<file path="config.mk">
export PLATFORM = sky130hd
export DESIGN_NAME = sw_debounce
export DESIGN_NICKNAME = d
export VERILOG_FILES = /design/src/rtl/sw_debounce.sv
export SDC_FILE = /design/constraint.sdc
export NUM_CORES = 1
export LEC_CHECK = 0
export CAP_MARGIN = 20
export CORE_ASPECT_RATIO = 0.6
export CORE_MARGIN = 10
export CORE_UTILIZATION = 50
export DETAILED_ROUTE_END_ITERATION = 8
export HOLD_SLACK_MARGIN = 0.1
export PLACE_DENSITY = 0.75
export SETUP_SLACK_MARGIN = 0.15
export SYNTH_ARGS = -nofsm -noshare
export SYNTH_HDL_FRONTEND = slang
export SYNTH_SLANG_ARGS = --single-unit
export TNS_END_PERCENT = 30
</file>
<file path="constraint.sdc">
create_clock -name clk -period 5.3 [get_ports clk]
set_input_delay 1.06 -clock clk [delete_from_list [all_inputs] [get_ports clk]]
set_output_delay 1.06 -clock clk [all_outputs]
set_load 0.02 [all_outputs]
</file>
<file path="src/rtl/sw_debounce.sv">
// Switch front end: a two-flop synchronizer and a per-bit debounce window for each slide switch.
// It drives clean levels, a one-cycle change pulse and a sticky change flag.
module sw_debounce #(
    parameter int WIDTH         = 24,
    parameter int STABLE_CYCLES = 500000,
    parameter int CNT_W         = $clog2(STABLE_CYCLES)
) (
    input  logic             clk,
    input  logic             rst,
    input  logic [WIDTH-1:0] sw_raw,
    output logic [WIDTH-1:0] sw,
    output logic             sw_changed,
    output logic             change_flag,
    input  logic             flag_clr
);

    localparam logic [CNT_W-1:0] LP_TC = CNT_W'(STABLE_CYCLES - 1);

    logic [WIDTH-1:0] r_s1;
    logic [WIDTH-1:0] r_s2;
    logic [WIDTH-1:0] r_sw;
    logic [CNT_W-1:0] r_cnt [WIDTH];
    logic             r_sw_changed;
    logic             r_change_flag;

    logic [WIDTH-1:0] w_upd;
    logic [WIDTH-1:0] w_sw_nxt;
    logic [CNT_W-1:0] w_cnt_nxt [WIDTH];
    logic             w_any_upd;

    // A counter only advances while s2 disagrees with sw; any agreement restarts the window.
    always_comb begin
        w_upd     = '0;
        w_sw_nxt  = r_sw;
        for (int i = 0; i < WIDTH; i++) begin
            w_cnt_nxt[i] = '0;
            if (r_s2[i] != r_sw[i]) begin
                if (r_cnt[i] == LP_TC) begin
                    w_upd[i]    = 1'b1;
                    w_sw_nxt[i] = r_s2[i];
                end else begin
                    w_cnt_nxt[i] = r_cnt[i] + CNT_W'(1);
                end
            end
        end
        w_any_upd = |w_upd;
    end

    always_ff @(posedge clk) begin
        if (rst) begin
            r_s1          <= '0;
            r_s2          <= '0;
            r_sw          <= '0;
            r_sw_changed  <= 1'b0;
            r_change_flag <= 1'b0;
            for (int i = 0; i < WIDTH; i++) begin
                r_cnt[i] <= '0;
            end
        end else begin
            r_s1         <= sw_raw;
            r_s2         <= r_s1;
            r_sw         <= w_sw_nxt;
            r_sw_changed <= w_any_upd;
            for (int i = 0; i < WIDTH; i++) begin
                r_cnt[i] <= w_cnt_nxt[i];
            end
            // When a set and a clear land on the same edge, the set wins.
            if (w_any_upd) begin
                r_change_flag <= 1'b1;
            end else if (flag_clr) begin
                r_change_flag <= 1'b0;
            end
        end
    end

    assign sw          = r_sw;
    assign sw_changed  = r_sw_changed;
    assign change_flag = r_change_flag;

endmodule

</file>
==> results of run 1 <==
## metal layers
layer | vias to the layer above | global-route usage | share of wire
met1 | 7818 | 0.212 | 0.49
met4 | 0 | 0.0454 | 0.023
li1 | 8525 | - | -
met3 | 73 | 0.0303 | 0.044
met2 | 277 | 0.254 | 0.44
met5 | - | 0 | 0
## flip-flops by register name, summed over array words and instances, names as in the netlist
name / count
r_cnt: 456
r_s1: 24
r_s2: 24
sw: 24
change_flag: 1
sw_changed: 1
## synthesized netlist by cell type (all sizes together), types with 4 or more instances
library cell,instances
nor4,23
nor2,546
nand4,85
a21oi,34
buf,10
or2,7
o32ai,4
nand2,176
clkbuf,49
nor2b,57
xnor2,193
or4b,9
nor4b,29
o21ai,33
or4,8
xor2,213
ha,24
and3,71
nand3,158
nor4bb,19
mux2i,16
and4,33
inv,52
and2,10
dfxtp,530
nand4b,6
or3,49
nor3,47
## cell type report
type | instances | area [sq um] | share of cell area
clock buffers | 63 | 1340 | 0.0540
clock inverters | 24 | 246 | 0.00995
inverters | 52 | 195 | 0.00788
multi-input cells | 1871 | 11100 | 0.449
flip-flops and latches | 530 | 10600 | 0.428
well taps | 579 | 724 | 0.0292
repair buffers | 53 | 526 | 0.0212
## logic make-up after synthesis
group,Yosys count,synth area share
fa+ha+maj,24,0.0135
flops,530,0.479
simple gates,1346,0.301
mux,16,0.00722
xor+xnor,406,0.160
compound gates,79,0.0200
buf+inv,111,0.0191
## metrics by stage
step                utilization  power [mW]  hold slack, ns
finish                    0.569        7.58           0.437
global route              0.569        7.84           0.459
CTS                       0.569        7.67           0.440
detailed placement        0.532        4.20           0.428
global placement          0.532        4.19           0.417
floorplan                     -        4.16           0.413
## worst paths after layout
kind,from,end,slack (ns),depth (start not counted)
max,sw[0],sw[0],2.56,1
min,r_cnt[1][0],r_cnt[1][0],0.44,1
min reg2reg,r_cnt[1][0],r_cnt[1][0],0.44,1
max reg2reg,r_cnt[0][10],r_cnt[0][14],2.73,5
## layout by cell type, fill, tap and decap left out, drive strengths merged, types with 2 or more instances in the layout
cell / instances
and2: 10
buf: 2
or3: 49
dfxtp: 530
clkdlybuf4s50: 51
or4b: 9
inv: 53
nand4: 85
xnor2: 193
nor2b: 57
nand2b: 2
and4: 33
nand3: 158
nand4b: 6
and3: 71
clkinv: 16
nor4bb: 19
or4: 8
nor4: 23
clkbuf: 63
or2: 7
or3b: 2
a21oi: 34
o21ai: 33
nor3: 47
nand2: 176
nor4b: 29
and4b: 3
o32ai: 4
ha: 24
nand3b: 3
nor2: 546
mux2i: 16
xor2: 213
clkinvlp: 3
bufinv: 4
## power by group through the flow
stage	combinational [mW]	clock (mW)	sequential, mW
finish	0.0893	3.48	4.02
detailed placement	0.0903	0	4.11
floorplan	0.0575	0	4.10
CTS	0.0910	3.56	4.02
global route	0.0997	3.73	4.02
global placement	0.0880	0	4.11
==> impl_results.md, run 1 <==
- Status: completed
- GRT Overall Usage: 0.157
- Wire per inst: approximately 14 um
- Synth Register Bits: 530
- Critical-path cell list: clkdlybuf4s50_1
- Final setup margin: 2.56 ns
- Area of the mapped netlist: 22,200 sq um
- Fin. max-slew vios: 0
- Crit path required time: 4.24 ns
- Clock sink count: 530
- Clock power frac: 0.459
- Sw Share: 0.206
- Die Wd: 292 um
- Worst clock skew: 0.0159 ns
- Total CTS buffers: 47
- Max Clock Freq: 365 MHz
- WL final: around 43,000 um
- Static Leak: 7.83 nW
- DR iter-0 viols: 1,117
- I/O Pins: 53
- Minimum clock period: 2.74 ns
- Slowest stage delay, CP: 0.67 ns
- Port Buffers: 52
- Post-DP HPWL: 30,200 um
- Placer's final routability congestion estimate: slightly above 0.8
- Maxcap violations: 0
- Worst Path Max Fanout: 3
- Max VDD drop: 0.000186 V
- GR Overflow Total: 0
- Seq pwr share: 0.530
- Die Area: 53,400 sq um
- Fin crit share: 0.517
- Core area: ~44,000 sq um
- First-pass GRT wire length: 74,000 um
- Initial antenna violation count: 0
- Power Density: 306 nW/um^2
- DRT Pass-1 Iters: 5
- Least-Margin Pin Slew: 0.924 ns
- Clock transition at the registers of the reported paths: 0.06 ns
- Worst path arrival time: 1.68 ns
- Setup TNS: 0 ns
- Layout cell share with drive strength beyond 1: 0.0374
- H-tree lvl count: 2
- Critical path's slowest cell: clkdlybuf4s50_1
- Synth Warn #: 0
- Vias: 16,693
- Cell Rows: 59
- Post-CTS sizing: 0
- Via/cell ratio: approximately 5.3
- Fin nets: 2,606
- CTS root buf: clkbuf_16
- Design Area, Final: ~25,000 sq um
- Cells after DPL: 3,085
- Net Sw Power: 1.56 mW
- Vias in the first global route: 15,721
- Die Ht: roughly 180 um
- P_int: 6.02 mW
- Post-synth top area cell: dfxtp_1
- CTS tree: yes
- Yosys cell types: 45
- Critical path startpoint category: flop
- # DRC: 0
- Diode count: 0
- Initial Util: 0.509
- Post CTS Setup Buffer Count: 0
- Setup Slack @ Placement: 2.29 ns
- Cells after Synth: roughly 2,500
- Non-filler instance count after layout: 3,172
- RSZ-0062 raised after global routing: no
- Crit-path leading delay family: buffers and inverters
- Hold Vio Cnt, Final: 0
- Worst-Skew Late Latency: 0.56 ns
- P&R area growth vs syn: 11.8%
- Crit. End Element: output port
- Filler Cells Inserted: 3,806
- Buf/Inv on CP: 1
- Post-synth top area share: 0.479
- Hold Buf Count CTS: 0
- Most used DFF post-synth: dfxtp_1
- Seq/Total Area, Yosys: 0.479
- Number of synthesized flops with an enable pin: 0
- Longest Clk Path Bufs: 3
- Combinational share of power: 0.012
- Syn Nets: 2,563
- Placed Area: between 20,000 and 25,000 sq um
- Relative slew margins: 0.381
- Pin count of the biggest net entering global routing: 66
- Path type of the worst setup path: flop to output port
- Ranking of synthesized cells by area: dfxtp_1, nor2_1, xor2_1
- Post-synth ARST share: 0
- Hold Crit Class: flop to flop
- Final setup fails: 0
- Final ANT Viol Nets: 0
- Syn avg cell area: 8.83 sq um
No activity file was read; power rests on OpenSTA's default activity.
==> run 2, diff against run 1 <==
- clock period: 5.3 -> 2.8 ns (I/O delays scaled with it)
==> run 2 against run 1 <==
First-iteration DRC count shrank 10%. Die area unchanged. Clock skew increased by 0.0060 ns. Critical endpoint is now sw_changed. Critical path depth is 5 higher. Sequential power increased by 89%. Sequential share of layout area shrank 0.30 points.
==> impl_results.md, run 2 (same netlist as run 1, synthesis figures left out) <==
- Layout cell share with drive strength beyond 1: 0.0400 (+0.00259)
- Top Metal Used: met4
- Worst clock skew: 0.0218 ns (+0.00596 ns)
- Critical-path cell list: or4b_2 > or4_1 > nor3_1 > nor4_1 > and4_1 > a31oi_1
- P&R area growth vs syn: 12.6%
- Placed Area: 23,300 sq um (+0.35%)
- Static Leak: 7.93 nW (+1.2%)
- Fin nets: 2,616 (+0.38%)
- Relative slew margins: 0.537 (+0.157)
- Most flops, register: r_cnt
- Wire per inst: 13.8 um (+1.9%)
- Seq pwr share: 0.517 (-0.013)
- Critical path startpoint category: flop
- Least-Margin Pin Slew: 0.688 ns (-0.236 ns)
- Combinational share of power: 0.012 (about the same)
- Post CTS Setup Buffer Count: 0 (unchanged)
- Worst path arrival time: 2.95 ns (+1.27 ns)
- Vias in the first global route: 15,915 (+1.2%)
- Sw Share: 0.201 (-0.00502)
- Total CTS buffers: 48 (+2.1%)
- Fin crit share: 0.879
- Final setup margin: 0.337 ns (-2.22 ns)
- RSZ-0062 raised after global routing: no
- Hold Buf Count CTS: 0 (unchanged)
- Final core occ: 0.573 (+0.00408)
- Crit. End Element: flop
- Post-DP HPWL: 31,000 um (+2.6%)
- Pin count of the biggest net entering global routing: 46 (-30%)
- Final setup fails: 0 (unchanged)
- Met3 wire length: 1790 um (-5.2%)
- Total power: 14.7 mW (+94%)
- Maxcap violations: 0 (unchanged)
- Slowest stage delay, CP: 0.61 ns (-0.06 ns)
- Minimum clock period: 2.46 ns
- Port Buffers: 52 (unchanged)
- Die Area: 53,400 sq um (unchanged)
- Cell Rows: 59 (unchanged)
- H-tree lvl count: 2 (unchanged)
- Longest Clk Path Bufs: 3 (unchanged)
- Filler Cells Inserted: 3,689 (-3.1%)
- Die Ht: 183 um (unchanged)
- WL final: 44,000 um (+2.1%)
- CTS root buf: clkbuf_16
- Max Clock Freq: a little over 400 MHz
- GR Overflow Total: 0 (unchanged)
- Max reg flops: 456 (unchanged)
- # DRC: 0 (unchanged)
- DR WL met2: 20,000 um (+5.1%)
- Hold WS: 0.438 ns (+0.000611 ns)
- Final ANT Viol Nets: 0 (unchanged)
- Core area: 43,600 sq um (unchanged)
- Non-filler instance count after layout: 3,179 (+0.22%)
- Net Sw Power: 2.96 mW (+89%)
- Worst-Skew Late Latency: 0.57 ns (about the same)
- Commonest cells after routing, fill and taps aside: nor2_1, dfxtp_1, xor2_1
- Diode count: 0 (unchanged)
- Via/cell ratio: 5.30 (+0.67%)
- CTS tree: yes
- Clock power frac: 0.471 (+0.012)
- Commonest non-fill, non-tap cell in the layout: nor2_1
- Placer's final routability congestion estimate: 0.855 (+3.5%)
- Path type of the worst setup path: flop to flop
- Hold Vio Cnt, Final: 0 (unchanged)
- Initial Util: 0.509 (unchanged)
- Design Area, Final: 25,000 sq um (+0.72%)
- Crit-path leading delay family: simple AND/OR/NAND/NOR gates
- Status: completed
- Met1 WL: 21,200 um (+0.26%)
- Worst Path Max Fanout: 6 (+3)
- Hold Crit Class: flop to flop
- Post-CTS sizing: 0 (unchanged)
- GRT Overall Usage: 0.159 (+0.00200)
- Die Wd: 292 um (unchanged)
- Max VDD drop: 0.000402 V (+120%)
- P_int: 11.8 mW (+95%)
- Fin. max-slew vios: 0 (unchanged)
- Clock sink count: 530 (unchanged)
- Critical path's slowest cell: or4b_2
- Clock transition at the registers of the reported paths: 0.06 ns (about the same)
- Setup TNS: 0 ns (unchanged)
- Buf/Inv on CP: 0 (-1)
- First-pass GRT wire length: 74,700 um (+0.91%)
- Vias: 16,842 (+0.89%)
- I/O Pins: 53 (unchanged)
- Initial antenna violation count: 0 (unchanged)
- Cells after DPL: 3,094 (+0.29%)
- DRT Pass-1 Iters: 5 (unchanged)
- DR iter-0 viols: 1,000 (-10%)
- Crit path required time: 3.29 ns (-0.95 ns)
- Setup Slack @ Placement: 0.389 ns (-1.90 ns)
- Power Density: 590 nW/um^2 (+93%)
## run 2: changes by cell type in the layout (fill, tap and decap cells not counted)
cell,delta
buf_12,+1
buf_4,+8
bufinv_16,+3
clkbuf_16,+2
clkbuf_8,-1
clkinv_2,-5
clkinvlp_4,-2
inv_8,+1
## run 2: area by class of cell
type | count | area, sq um | share of cell area
clock buffers | 64 | 1370 | 0.0551
clock inverters | 21 | 308 | 0.0123
inverters | 52 | 195 | 0.00782
multi-input cells | 1871 | 11100 | 0.446
flip-flops and latches | 530 | 10600 | 0.425
well taps | 579 | 724 | 0.0290
repair buffers | 62 | 606 | 0.0243
## run 2: layer usage
metal,up-vias,GRT usage
li1,8553,-
met1,7933,0.214
met2,285,0.260
met3,71,0.0279
met4,0,0.0462
met5,-,0
## run 2: path summary, 6_finish.rpt
kind                            slack, ns         start           to  cells past startpoint
worst min register to register       0.44   r_cnt[1][0]  r_cnt[1][0]                      1
worst max register to register       0.34  r_cnt[2][65]   sw_changed                      6
worst max-delay path                 0.34  r_cnt[2][65]   sw_changed                      6
worst min-delay path                 0.44   r_cnt[1][0]  r_cnt[1][0]                      1
## run 2: power groups by stage
| stage | clock (mW) | sequential [mW] | combinational [mW] |
|---|---|---|---|
| global placement | 0 | 7.77 | 0.173 |
| floorplan | 0 | 7.77 | 0.109 |
| detailed placement | 0 | 7.78 | 0.177 |
| CTS | 7.11 | 7.61 | 0.179 |
| global route | 7.39 | 7.60 | 0.196 |
| finish | 6.94 | 7.61 | 0.176 |
==> run 3, diff against run 2 <==
- CORE_UTILIZATION: 50 -> 60
- PLACE_DENSITY: 0.75 -> 0.86
==> run 3 against run 2 <==
Via count rose by 1.7%. Cell count fell by 3.2%. Sequential power hardly changed. Power decreased by 1.5%. Routed wire length is 3.1% higher. Non-clock buffer count is 1 lower. Largest power group unchanged. Global-route usage increased by 3.8 points. Critical path depth unchanged. Clock-buffer cell count grew 2. Register-to-register slack worse by 0.05 ns. Sequential share of layout area increased by 0.34 points. First-iteration DRC count up 34%.
==> impl_results.md, run 3 (same netlist as run 1, synthesis figures left out) <==
- Final setup margin: 0.291 ns (-0.0466 ns)
- DR iter-0 viols: 1,335 (+34%)
- # DRC: 0 (unchanged)
- Die Area: 45,300 sq um (-15%)
- Final ANT Viol Nets: 0 (unchanged)
- Status: completed
- Total CTS buffers: 47 (-2.1%)
- Relative slew margins: 0.539 (+0.00184)
- Minimum clock period: 2.51 ns (+0.0466 ns)
- H-tree lvl count: 2 (unchanged)
- Clock transition at the registers of the reported paths: 0.07 ns (about the same)
- Max reg flops: 456 (unchanged)
- Reg-to-Reg End: sw_changed
- Diode count: 0 (unchanged)
- Wire per inst: 14.7 um (+6.5%)
- GR Overflow Total: 0 (unchanged)
- Static Leak: 7.90 nW (-0.27%)
- Hold Crit Class: input port to flop
- Seq. cell area: 10,600 sq um (unchanged)
- Worst Path Max Fanout: 6 (unchanged)
- Max Clock Freq: 399 MHz (-1.9%)
- Worst clock skew: 0.0309 ns (+0.00903 ns)
- Die Ht: 169 um (-7.8%)
- CTS tree: yes
- CTS root buf: clkbuf_16
- Layout cell share with drive strength beyond 1: 0.0408 (+0.000754)
- Initial antenna violation count: 0 (unchanged)
- GRT Overall Usage: 0.197 (+0.0382)
- Crit. End Element: flop
- Die Wd: 268 um (-8.1%)
- Fin crit share: 0.896 (+0.0167)
- Worst path arrival time: 3.01 ns (+0.06 ns)
- WL final: 45,400 um (+3.1%)
- Filler Cells Inserted: 2,650 (-28%)
- Vias in the first global route: 16,585 (+4.2%)
- Post-CTS sizing: 0 (unchanged)
- Commonest non-fill, non-tap cell in the layout: nor2_1
- Port Buffers: 52 (unchanged)
- Flop-to-flop setup slack: 0.29 ns (-0.05 ns)
- Worst Hold Endpoint: r_s1[1]
- Post-DP HPWL: 31,300 um (+0.88%)
- Hold Buf Count CTS: 0 (unchanged)
- Multi-input logic area: 11,100 sq um (unchanged)
- Final core occ: 0.680 (+0.107)
- Critical-path cell list: or4b_2 > or4_1 > nor3_1 > nor4_1 > and4_1 > a31oi_1
- Critical path startpoint category: flop
- Placer's final routability congestion estimate: 0.887 (+3.8%)
- Cell Rows: 54 (-8.5%)
- Final setup fails: 0 (unchanged)
- Crit path required time: 3.30 ns (about the same)
- Path type of the worst setup path: flop to flop
- Slowest stage delay, CP: 0.67 ns (+0.06 ns)
- Least-Margin Pin Slew: 0.689 ns (+0.00145 ns)
- Worst r2r path cells: 6 (unchanged)
- Min-Delay Startpoint: rst
- Setup TNS: 0 ns (unchanged)
- Via/cell ratio: 5.56 (+5.0%)
- Pin count of the biggest net entering global routing: 42 (-8.7%)
- Crit-path leading delay family: simple AND/OR/NAND/NOR gates
- Commonest cells after routing, fill and taps aside: nor2_1, dfxtp_1, xor2_1
- I/O Pins: 53 (unchanged)
- Max VDD drop: 0.000442 V (+10%)
- Setup Slack @ Placement: 0.342 ns (-0.0462 ns)
- First-pass GRT wire length: 77,500 um (+3.8%)
- Most flops, register: r_cnt
- Placed Area: 23,100 sq um (-0.59%)
- P&R area growth vs syn: 11.7%
- Hold path depth: 2 (+1)
- Fin. max-slew vios: 0 (unchanged)
- Core area: 36,400 sq um (-16%)
- Buf/Inv on CP: 0 (unchanged)
- Initial Util: 0.609 (+0.0998)
- Hold Vio Cnt, Final: 0 (unchanged)
- Vias: 17,122 (+1.7%)
- Maxcap violations: 0 (unchanged)
- RSZ-0062 raised after global routing: no
- Power Density: 586 nW/um^2 (-0.74%)
- Critical path's slowest cell: or4b_2
- Worst-Skew Late Latency: 0.58 ns (about the same)
- Design Area, Final: 24,800 sq um (-0.79%)
- Clock sink count: 530 (unchanged)
- R2r startpoint: r_cnt[2][63]
- Post CTS Setup Buffer Count: 0 (unchanged)
- DRT Pass-1 Iters: 6 (+1)
- Fin nets: 2,614 (-0.076%)
- Longest Clk Path Bufs: 3 (unchanged)
## run 3: cell count changes in the layout (fill, tap and decap cells not counted), moves of 2 or more
| cell | delta |
|---|---|
| clkinv_2 | +5 |
| clkbuf_8 | +5 |
| bufinv_16 | -3 |
| clkbuf_16 | -2 |
## run 3: worst max-delay path by stage
stage | endpoint | cells past startpoint | startpoint | slack (ns)
after global routing | sw_changed | 6 | r_cnt[2][65] | 0.22
final | sw_changed | 6 | r_cnt[2][63] | 0.29
after detailed placement | sw_changed | 6 | r_cnt[2][63] | 0.34
after CTS | sw_changed | 6 | r_cnt[2][63] | 0.33
after floorplan | r_cnt[0][10] | 7 | r_cnt[0][10] | 0.45
after global placement | sw_changed | 6 | r_cnt[2][63] | 0.40
## run 3: layer usage
| metal | up-vias | GRT usage | part of all wire | wire (um) |
|---|---|---|---|---|
| li1 | 8565 | - | - | - |
| met1 | 8140 | 0.260 | 0.47 | 21300 |
| met2 | 340 | 0.331 | 0.47 | 21300 |
| met3 | 77 | 0.0307 | 0.041 | 1850 |
| met4 | 0 | 0.0563 | 0.022 | 979 |
| met5 | - | 0 | 0 | 0 |
## run 3: through the flow
| stage | power [mW] | cells | hold WS, ns |
|---|---|---|---|
| global placement | 7.94 | 2990 | 0.418 |
| global route | 14.9 | 3077 | 0.286 |
| detailed placement | 7.95 | 2990 | 0.420 |
| finish | 14.5 | 3077 | 0.280 |
| CTS | 14.6 | 3077 | 0.265 |
| floorplan | 7.88 | 2512 | 0.413 |
## run 3: layout make-up
cell class / instances / share of cell area
tap: 476 / 0.0241
clock buffer: 66 / 0.0561
multi-input combinational: 1871 / 0.450
sequential: 530 / 0.429
inverter: 52 / 0.00788
clock inverter: 21 / 0.00935
timing repair buffer: 61 / 0.0242
## run 3: where the power goes
part           switching [mW]  internal (mW)  total (mW)
clock                    2.87           3.85        6.71
combinational           0.103         0.0749       0.178
sequential             0.0242           7.58        7.60
total                    2.99           11.5        14.5
